[src/rtl/cdr_serial_tx.sv]
// cdr_serial_tx - transmit end of the CDR link.
//
// Serialises WIDTH-bit words MSB-first at one bit per clk. After reset, and
// whenever a retrain is requested, it sends a 1010... training preamble and
// then SYNC_WORD. Once the link is up, back-to-back WIDTH-bit slots each carry
// either an accepted word or IDLE_WORD. A PRBS7 (x^7+x^6+1) test mode is also
// available.
//
// Ports:
//   clk      bit clock, rising edge
//   rst      asynchronous reset, active low
//   data_in  word to send, held stable while valid=1
//   valid    data_in available
//   ready    combinational; the word is taken on the edge where valid&ready
//   train    retrain request, sampled at slot boundaries
//   prbs_en  PRBS7 test mode request, sampled at slot boundaries
//   dout     registered serial data
//   link_up  registered, high while slots are being sent
module cdr_serial_tx #(
    parameter int               WIDTH        = 8,
    parameter int               PREAMBLE_LEN = 16,
    parameter logic [WIDTH-1:0] SYNC_WORD    = 8'hD5,
    parameter logic [WIDTH-1:0] IDLE_WORD    = 8'hAA
) (
    input  logic             clk,
    input  logic             rst,
    input  logic [WIDTH-1:0] data_in,
    input  logic             valid,
    output logic             ready,
    input  logic             train,
    input  logic             prbs_en,
    output logic             dout,
    output logic             link_up
);

    localparam int         CNT_MAX   = (PREAMBLE_LEN > WIDTH) ? PREAMBLE_LEN : WIDTH;
    localparam int         CW        = $clog2(CNT_MAX + 1);
    localparam logic [6:0] LFSR_SEED = 7'h7F;

    typedef enum logic [1:0] {ST_TRAIN, ST_SYNC, ST_LINK, ST_PRBS} state_t;

    state_t           state, state_n;
    logic [CW-1:0]    bitcnt, bitcnt_n;
    logic [WIDTH-1:0] shreg, shreg_n;
    logic [6:0]       lfsr, lfsr_n;
    logic             dout_n;
    logic             link_up_n;
    logic             slot_end;
    logic [WIDTH-1:0] slot_word;

    function automatic logic [6:0] lfsr_step(input logic [6:0] l);
        return {l[5:0], l[6] ^ l[5]};
    endfunction

    // In SYNC/LINK, bitcnt is the index of the bit currently on dout, so the
    // boundary edge (bitcnt==WIDTH-1) already drives the first bit of the next
    // slot. That lets an accepted word appear on dout at the acceptance edge.
    // In TRAIN, bitcnt counts preamble bits already sent (0..PREAMBLE_LEN).
    assign slot_end  = (bitcnt == CW'(WIDTH - 1));
    assign ready     = ((state == ST_SYNC) || (state == ST_LINK)) && slot_end
                       && !train && !prbs_en;
    assign slot_word = (ready && valid) ? data_in : IDLE_WORD;

    always_comb begin
        state_n  = state;
        bitcnt_n = bitcnt;
        shreg_n  = shreg;
        lfsr_n   = lfsr;
        dout_n   = dout;
        case (state)
            ST_TRAIN: begin
                if (bitcnt == CW'(PREAMBLE_LEN)) begin
                    state_n  = ST_SYNC;
                    bitcnt_n = '0;
                    dout_n   = SYNC_WORD[WIDTH-1];
                    shreg_n  = {SYNC_WORD[WIDTH-2:0], 1'b0};
                end else begin
                    dout_n   = ~bitcnt[0];
                    bitcnt_n = bitcnt + CW'(1);
                end
            end
            ST_SYNC, ST_LINK: begin
                if (!slot_end) begin
                    dout_n   = shreg[WIDTH-1];
                    shreg_n  = {shreg[WIDTH-2:0], 1'b0};
                    bitcnt_n = bitcnt + CW'(1);
                end else if (train) begin
                    // first preamble bit goes out on this edge
                    state_n  = ST_TRAIN;
                    bitcnt_n = CW'(1);
                    dout_n   = 1'b1;
                end else if (prbs_en) begin
                    // first PRBS bit goes out on this edge, seeded from 7'h7F
                    state_n  = ST_PRBS;
                    bitcnt_n = '0;
                    dout_n   = LFSR_SEED[6];
                    lfsr_n   = lfsr_step(LFSR_SEED);
                end else begin
                    state_n  = ST_LINK;
                    bitcnt_n = '0;
                    dout_n   = slot_word[WIDTH-1];
                    shreg_n  = {slot_word[WIDTH-2:0], 1'b0};
                end
            end
            ST_PRBS: begin
                if (!prbs_en) begin
                    state_n  = ST_TRAIN;
                    bitcnt_n = CW'(1);
                    dout_n   = 1'b1;
                end else begin
                    dout_n = lfsr[6];
                    lfsr_n = lfsr_step(lfsr);
                end
            end
            default: begin
                state_n  = ST_TRAIN;
                bitcnt_n = '0;
            end
        endcase
        link_up_n = (state_n == ST_LINK);
    end

    always_ff @(posedge clk or negedge rst) begin
        if (!rst) begin
            state   <= ST_TRAIN;
            bitcnt  <= '0;
            shreg   <= '0;
            lfsr    <= LFSR_SEED;
            dout    <= 1'b0;
            link_up <= 1'b0;
        end else begin
            state   <= state_n;
            bitcnt  <= bitcnt_n;
            shreg   <= shreg_n;
            lfsr    <= lfsr_n;
            dout    <= dout_n;
            link_up <= link_up_n;
        end
    end

endmodule

[config.mk]
export PLATFORM = sky130hd
export DESIGN_NAME = cdr_serial_tx
export DESIGN_NICKNAME = d
export VERILOG_FILES = /design/src/rtl/cdr_serial_tx.sv
export SDC_FILE = /design/constraint.sdc
export NUM_CORES = 1
export LEC_CHECK = 0
export ABC_AREA = 1
export ABC_CLOCK_PERIOD_IN_PS = 3900
export BUFFER_PORTS_ARGS = -buffer_cell sky130_fd_sc_hd__buf_2
export CAP_MARGIN = 20
export CORE_ASPECT_RATIO = 0.75
export CORE_MARGIN = 2
export CORE_UTILIZATION = 43
export DETAILED_ROUTE_END_ITERATION = 10
export GPL_TIMING_DRIVEN = 0
export PLACE_DENSITY_LB_ADDON = 0.15
export SLEW_MARGIN = 20
export SYNTH_ARGS = -nofsm -noshare
export SYNTH_HDL_FRONTEND = slang
export SYNTH_SLANG_ARGS = --single-unit
[constraint.sdc]
create_clock -name clk -period 3.9 [get_ports clk]
set_input_delay 0.78 -clock clk [delete_from_list [all_inputs] [get_ports clk]]
set_output_delay 0.78 -clock clk [all_outputs]
set_load 0.03 [all_outputs]
==> flow_summary.toml, run 1 <==
[logic_synthesis]
synth.cell_area_um2 = 1380
synthMuxAreaShare_pct = 0
synthAdderAreaFrac_pct = 3.63
seq_area_frac_synth_pct = 42.3
syn_area_per_cell_um2 = 8.07
synthesis.nets = 188
synthDistinctLibCells = 30
synth_top_family_by_area = "simple AND/OR/NAND/NOR gates"
synth-warning-count = 0
synth_compound_area_share_pct = 14.5
yosys.area_share.simple_pct = 31.1
syn_inst = 171
synth-xor-area-share_pct = 1.27
ys_ff_latch = 23

[setup_path]
worstSetupPathType = "register to output pin"
start_kind = "register"
worstPathArrival_ps = 1800
cp-end-kind = "output pin"
critPathRequiredTime_ps = 3120
cp_slowest_cell = "dfrtp_1"
cp-startpoint = "state[0]"
reg2reg_depth = 8
crit_chain = "inv_1, ha_1, buf_4, nand2_2, nor2_4, buf_2"
rrSetupSlack_ps = 2130
rr_startpoint = "state[0]"
cp_slowest_stage_delay_ps = 390
rr_endpoint = "shreg[6]"
crit_fanout = 10

[die]
fp.dieH_um = 53.1
fp.dieArea_um2 = 3680
num_io_pins = 16
coreArea_um2 = 3000
rows = 17
dieWidth_um = 69.4
start_util_pct = 46.0

[detailed_routing]
first_pass_iters = 4
ant_nets = 0
drc_errors = 0
drt_iter0_markers = 46
wl_um = 2750
vias_per_cell = 5.04
avgRoutedWirePerCell_um = 12.0
vias = 1150

[clock_tree]
cts_root_buffer = "clkbuf_8"
cts_buffers = 3
clk_latency_ps = 260
htreeDepth = 1
ctsResizeCount = 0
cts.path.max_buffers = 2
clkTransAtPathRegs_ps = 80
cts_setup_buffers = 0
cts_sinks = 23
cts_tree = "done"
postCtsHoldBufs = 0

[grt]
track_usage_pct = 17.4
grt_antenna_before_repair = 0
grt_pass1_wl_um = 5030
overflow = 0
grt_max_degree = 24
grt_pass1_vias = 1106

[placement]
dp.cells = 224
place_hpwl_um = 2130
place_ws_ps = 1570
port_buffers = 15
place_congestion = 0.840

[sta]
period_minus_slack_ps = 2580
tightest_slew_ps = 494
maxSlewViolCount = 0
period_share_pct = 66.1
fin_worst_skew_ps = 4.95
fmax_mhz = 388
hold_violations = 0
setup_tns_ps = 0
slew_headroom_pct = 67.1
setup_viol = 0
setup_ws_ps = 1320
fin_hold_ws_ps = 470
rsz0062_at_grt = "false"

[power]
powerDensity_nw_per_um2 = 832
p_total_mw = 1.29
power_leakage_nw = 0.764
vdd_drop_max_uv = 280

[run_status]
status = "finished, final reports clean"

[run]
cap_violations = 0

[cells_and_area]
area_growth_pct = 12.1
nets = 208
n_antenna_cell = 0
drive_gt1_share_pct = 27.4
fillers = 287
finalNonFillerCells = 228

[min_path]
worstHoldPathType = "input port to asynchronous set/reset pin"
## cell type report
cell class | count | area (µm²) | share of cell area, %
repair buffers | 15 | 75.1 | 4.85
inverters | 17 | 63.8 | 4.12
clock buffers | 4 | 45.0 | 2.91
plain buffers | 4 | 35.0 | 2.26
well taps | 38 | 47.5 | 3.07
flip-flops and latches | 23 | 584 | 37.8
multi-input cells | 127 | 697 | 45.0
## Yosys cell counts (all sizes together)
| library cell | instances | area, µm² |
|---|---|---|
| nand2 | 42 | 168 |
| nor2 | 25 | 111 |
| o21ai | 17 | 123 |
| dfrtp | 16 | 400 |
| inv | 16 | 60.1 |
| nand3 | 15 | 80.1 |
| a21oi | 10 | 57.6 |
| dfstp | 7 | 184 |
| nand4 | 5 | 37.5 |
| buf | 4 | 35.0 |
| ha | 4 | 50.1 |
| nand3b | 3 | 26.3 |
| a31oi | 2 | 12.5 |
| xor2 | 2 | 17.5 |
| and2 | 1 | 6.26 |
| clkinv | 1 | 3.75 |
| o21bai | 1 | 7.51 |
## power by group
group | switching [mW] | internal (mW)
Combinational | 0.440 | 0.258
Sequential | 0.0697 | 0.375
Clock | 0.0734 | 0.0729
Total | 0.583 | 0.706
## through the flow
stage | util [%] | area (µm²)
after global placement | 50.1 | 1500
after detailed placement | 50.1 | 1500
final | 51.6 | 1550
after CTS | 51.6 | 1550
after global routing | 51.6 | 1550
after floorplan | - | 1380
## metal layers
layer  GRT usage (%)  vias up  share of wire, %
met3            5.71        2               5.9
met1            23.6      528                48
li1                -      596                 -
met4            2.94        0              0.29
met2            27.9       24                45
met5               0        -                 0
## cell families after synthesis
family / after synthesis
flip-flops: 23
AND/OR/NAND/NOR: 91
AO/OA/AOI/OAI: 30
buffers and inverters: 21
XOR/XNOR: 2
adder cells (fa/ha/maj): 4
## state kept, by name, indices dropped and copies added (netlist names)
register,count
link_up,1
shreg,7
bitcnt,5
lfsr,7
state,2
dout,1
## placed cells by master, fill, tap and decap left out, types with 4 or more instances in the layout
cell type,Yosys,final
o21ai_0,6,6
dfstp_2,7,7
a21oi_1,8,8
nand4_1,4,4
dfrtp_1,16,16
o21ai_2,7,7
nand3_1,14,14
nand2_2,4,4
inv_1,13,13
nor2_1,22,22
buf_2,1,16
nand2_1,38,38
ha_1,4,4
## worst max path at each step
stage	endpoint	depth (start not counted)
floorplan	ready	5
global placement	ready	5
detailed placement	ready	5
CTS	ready	6
global route	ready	6
finish	ready	6
## worst max-delay path, delay by kind of cell, from the launching register on
family / cells / cell delay, ps
flip-flops: 1 / 390
adder cells (fa/ha/maj): 1 / 360
buffers and inverters: 3 / 520
AND/OR/NAND/NOR: 2 / 260
(Power assumes the default switching activity.)
==> run 2, diff against run 1 <==
--- a/config.mk
+++ b/config.mk
@@ -5,8 +5,8 @@
 export SDC_FILE = /design/constraint.sdc
 export NUM_CORES = 1
 export LEC_CHECK = 0
-export ABC_AREA = 1
-export ABC_CLOCK_PERIOD_IN_PS = 3900
+export ABC_AREA = 0
+export ABC_CLOCK_PERIOD_IN_PS = 2500
 export BUFFER_PORTS_ARGS = -buffer_cell sky130_fd_sc_hd__buf_2
 export CAP_MARGIN = 20
 export CORE_ASPECT_RATIO = 0.75
==> constraint.sdc (replaced) <==
create_clock -name clk -period 2.5 [get_ports clk]
set_input_delay 0.5 -clock clk [delete_from_list [all_inputs] [get_ports clk]]
set_output_delay 0.5 -clock clk [all_outputs]
set_load 0.03 [all_outputs]
==> flow_summary.toml, run 2 <==
[cells_and_area]
fin_util_pct = 51.9
mostFrequentLayoutCell = "dfrtp_1"
area_growth_pct = 12.0
drive_gt1_share_pct = 27.6
fillers = 275
multi_input_area_um2 = 679
seq_area_um2 = 584
top_regs = "lfsr (7), shreg (7), bitcnt (5)"
mostFrequentLayoutCells = "16 x dfrtp_1, 15 x buf_2, 13 x inv_1"
n_antenna_cell = 0
nets = 170

[clock_tree]
cts_root_buffer = "clkbuf_8"
htreeDepth = 1
cts.path.max_buffers = 2
clk_latency_ps = 260
cts_tree = "done"
cts_buffers = 3
cts_setup_buffers = 0
cts_sinks = 23
postCtsHoldBufs = 0
ctsResizeCount = 0
clkTransAtPathRegs_ps = 80

[logic_synthesis]
seq_area_frac_synth_pct = 41.7
synth_top_area_cell = "dfrtp_1"
synth-edff-count = 0
synth_area_leaders = "dfrtp_1 29%, dfstp_2 13%, ha_1 3.6%"
synthTopCellsByCount = "16 x dfrtp_1, 13 x inv_1, 10 x nand2_1"
ys_ff_latch = 23
syn_inst = 133
synth-warning-count = 0
synthesis.nets = 150
synth_most_common_cell = "dfrtp_1"
synth_top_area_share_pct = 28.6
synth-async-reset-ratio_pct = 100
synth_ff_type = "dfrtp_1"
synth.cell_area_um2 = 1400
syn_area_per_cell_um2 = 10.5
synthDistinctLibCells = 43

[placement]
place_hpwl_um = 2110
port_buffers = 15
place_congestion = 0.844
place_ws_ps = 435

[grt]
grt_max_degree = 24
grt_pass1_vias = 1044
track_usage_pct = 16.6
grt_antenna_before_repair = 0
overflow = 0
grt_pass1_wl_um = 4830

[setup_path]
rr_startpoint = "bitcnt[0]"
rr_endpoint = "shreg[2]"
worstSetupPathType = "register to output pin"
reg2reg_depth = 7
crit_fanout = 10
cp-end-kind = "output pin"
rrSetupSlack_ps = 740
critPathRequiredTime_ps = 2000
start_kind = "register"
worstPathArrival_ps = 1880

[sta]
fmax_mhz = 420
fin_worst_skew_ps = 5.04
period_minus_slack_ps = 2380
period_share_pct = 95.2
setup_ws_ps = 120
setup_tns_ps = 0
fin_hold_ws_ps = 194
slew_headroom_pct = 66.4
maxSlewViolCount = 0
setup_viol = 0
hold_violations = 0
tightest_slew_ps = 505
rsz0062_at_grt = "false"

[detailed_routing]
avgRoutedWirePerCell_um = 14.7
wl_um = 2800
first_pass_iters = 4
drc_errors = 0
drt_iter0_markers = 57
ant_nets = 0
vias = 1096
vias_per_cell = 5.77

[die]
fp.dieArea_um2 = 3740
rows = 17
coreArea_um2 = 3020
dieWidth_um = 69.9
start_util_pct = 46.4
num_io_pins = 16
fp.dieH_um = 53.4

[power]
powerDensity_nw_per_um2 = 777
p_total_mw = 1.22
power_leakage_nw = 0.685
vdd_drop_max_uv = 359

[min_path]
worstHoldPathType = "input port to asynchronous set/reset pin"

[run]
cap_violations = 0

[run_status]
status = "finished, final reports clean"
## run 2: changes by cell type after synthesis, moves of 4 or more
cell / previous run / this run
nand2_2: 4 / 0
nor3b_1: 0 / 4
nand3_1: 14 / 2
o21ai_2: 7 / 0
nor2_1: 22 / 5
nand2_1: 38 / 10
## run 2: metrics by stage
step           cells  cell area [µm²]
2_1_floorplan    133             1400
3_3_place_gp     186             1520
3_5_place_dp     186             1520
4_1_cts          190             1570
5_1_grt          190             1570
6_report         190             1570
## run 2: logic make-up (layout without fill, tap and decap cells)
family | after synthesis | in the layout | synth area share [%]
AOI/OAI and AO/OA | 41 | 41 | 23.5
xor gates and xnor gates | 3 | 3 | 1.88
adders and majority gates | 4 | 4 | 3.57
buffers and inverters | 20 | 39 | 9.82
DFF | 23 | 23 | 41.7
and+or+nand+nor | 42 | 42 | 19.6
## run 2: worst max-delay path: stages (launching register included)
cell and delay, ps:
dfrtp_1 360, inv_1 70, ha_1 410, clkbuf_4 250, nand2_1 110, nor3_1 180, buf_2 240
## run 2: worst max path at each step
stage / start / endpoint / slack (ps) / cells after the start
floorplan: state[1] / ready / 300 / 5
global placement: state[1] / ready / 450 / 6
detailed placement: state[0] / ready / 430 / 6
CTS: state[0] / ready / 120 / 6
global route: state[0] / ready / 30 / 6
finish: state[0] / ready / 120 / 6
## run 2: power by group
part           switching, mW  internal, mW
registers             0.0616         0.445
clock network          0.118         0.114
logic                  0.247         0.233
## run 2: per-layer routing
metal  wire [µm]  track usage, %  vias to the layer above
li1            -               -                      528
met1        1430            23.5                      544
met2        1200            25.9                       22
met3         149            4.38                        2
met4          11            2.88                        0
met5           0               0                        -
## run 2: cell type report
class                      count  area share [%]
inverter                      13            3.11
timing repair buffer          15            4.78
tap                           38            3.03
buffer                         7            5.66
sequential                    23            37.2
clock buffer                   4            2.87
multi-input combinational     90            43.3
==> run 3, diff against run 2 <==
--- a/config.mk
+++ b/config.mk
@@ -11,7 +11,8 @@
 export CAP_MARGIN = 20
 export CORE_ASPECT_RATIO = 0.75
 export CORE_MARGIN = 2
-export CORE_UTILIZATION = 43
+export CORE_UTILIZATION = 35
+export CTS_CLUSTER_SIZE = 28
 export DETAILED_ROUTE_END_ITERATION = 10
 export GPL_TIMING_DRIVEN = 0
 export PLACE_DENSITY_LB_ADDON = 0.15
==> flow_summary.toml, run 3 (synthesis gave the netlist of run 2 again) <==
[clock_tree]
cts_sinks = 23
cts.path.max_buffers = 2
cts_buffers = 3
ctsResizeCount = 0
clkTransAtPathRegs_ps = 80
cts_setup_buffers = 0
cts_root_buffer = "clkbuf_8"
postCtsHoldBufs = 0
clk_latency_ps = 270
htreeDepth = 1
cts_tree = "done"

[setup_path]
worstPathArrival_ps = 1800
cp-end-kind = "output pin"
start_kind = "register"
critPathRequiredTime_ps = 2000
crit_fanout = 10
worstSetupPathType = "register to output pin"

[cells_and_area]
n_antenna_cell = 0
top_regs = "lfsr (7), shreg (7), bitcnt (5)"
finalNonFillerCells = 204
mostFrequentLayoutCells = "16 x dfrtp_1, 15 x buf_2, 13 x inv_1"
mostFrequentLayoutCell = "dfrtp_1"
nets = 170
area_growth_pct = 13.3
drive_gt1_share_pct = 28.3

[sta]
setup_ws_ps = 201
maxSlewViolCount = 0
tightest_slew_ps = 522
slew_headroom_pct = 65.2
fmax_mhz = 435
setup_tns_ps = 0
fin_worst_skew_ps = 2.21
period_minus_slack_ps = 2300
hold_violations = 0
fin_hold_ws_ps = 198
setup_viol = 0
rsz0062_at_grt = "false"
period_share_pct = 92.0

[min_path]
worstHoldPathType = "input port to asynchronous set/reset pin"

[detailed_routing]
avgRoutedWirePerCell_um = 14.2
drt_iter0_markers = 42
ant_nets = 0
vias = 1062
wl_um = 2890
first_pass_iters = 4
vias_per_cell = 5.21
drc_errors = 0

[die]
rows = 19
dieWidth_um = 77.1
fp.dieH_um = 58.8
coreArea_um2 = 3760
start_util_pct = 37.3
num_io_pins = 16
fp.dieArea_um2 = 4530

[power]
vdd_drop_max_uv = 446
powerDensity_nw_per_um2 = 771
power_leakage_nw = 0.687
p_total_mw = 1.22

[grt]
track_usage_pct = 14.2
overflow = 0
grt_pass1_wl_um = 5000
grt_antenna_before_repair = 0
grt_max_degree = 24
grt_pass1_vias = 1016

[placement]
port_buffers = 15
place_congestion = 0.736
dp.cells = 200
place_hpwl_um = 2120
place_ws_ps = 507

[run_status]
status = "finished, final reports clean"

[run]
cap_violations = 0
[run 3: path summary, 6_finish.rpt]
kind | endpoint | from | cells past startpoint | slack (ps)
worst min-delay path | shreg[4] | rst | 1 | 200
worst min register to register | lfsr[2] | lfsr[2] | 2 | 470
worst max register to register | link_up | bitcnt[0] | 5 | 730
worst max-delay path | ready | state[1] | 6 | 200
min in group clk | lfsr[2] | lfsr[2] | 2 | 470
max in group asynchronous | lfsr[1] | rst | 1 | 1940
[run 3: worst max-delay path, stage by stage, from the launching register on]
cell	delay, ps
dfrtp_1	380
inv_1	60
ha_1	390
clkbuf_4	250
nand2_1	110
nor3_1	130
buf_2	220
[run 3: cell type report]
cell class | instances | area (µm²)
buffer | 7 | 88.8
clock buffer | 3 | 41.3
clock inverter | 1 | 5.00
fill | 397 | 2170
inverter | 13 | 48.8
multi-input combinational | 90 | 679
sequential | 23 | 584
tap | 52 | 65.1
timing repair buffer | 15 | 75.1
[run 3: metal layers]
metal  global-route usage, %  routed length [µm]  part of all wire [%]
met3                    4.45                 134                   4.6
met4                    2.30                  19                  0.66
met2                    20.9                1170                    41
met1                    20.9                1560                    54
met5                       0                   0                     0
[run 3: per-stage QoR]
| step | instance area, µm² | utilization [%] |
|---|---|---|
| 6_report | 1590 | 42.3 |
| 5_1_grt | 1590 | 42.3 |
| 4_1_cts | 1590 | 42.3 |
| 3_5_place_dp | 1540 | 41.0 |
| 3_3_place_gp | 1540 | 41.0 |
| 2_1_floorplan | 1400 | - |
[run 3: report_power, final]
part	total, mW	switching [mW]	internal [mW]
combinational	0.482	0.249	0.234
sequential	0.508	0.0624	0.445
clock	0.235	0.123	0.111
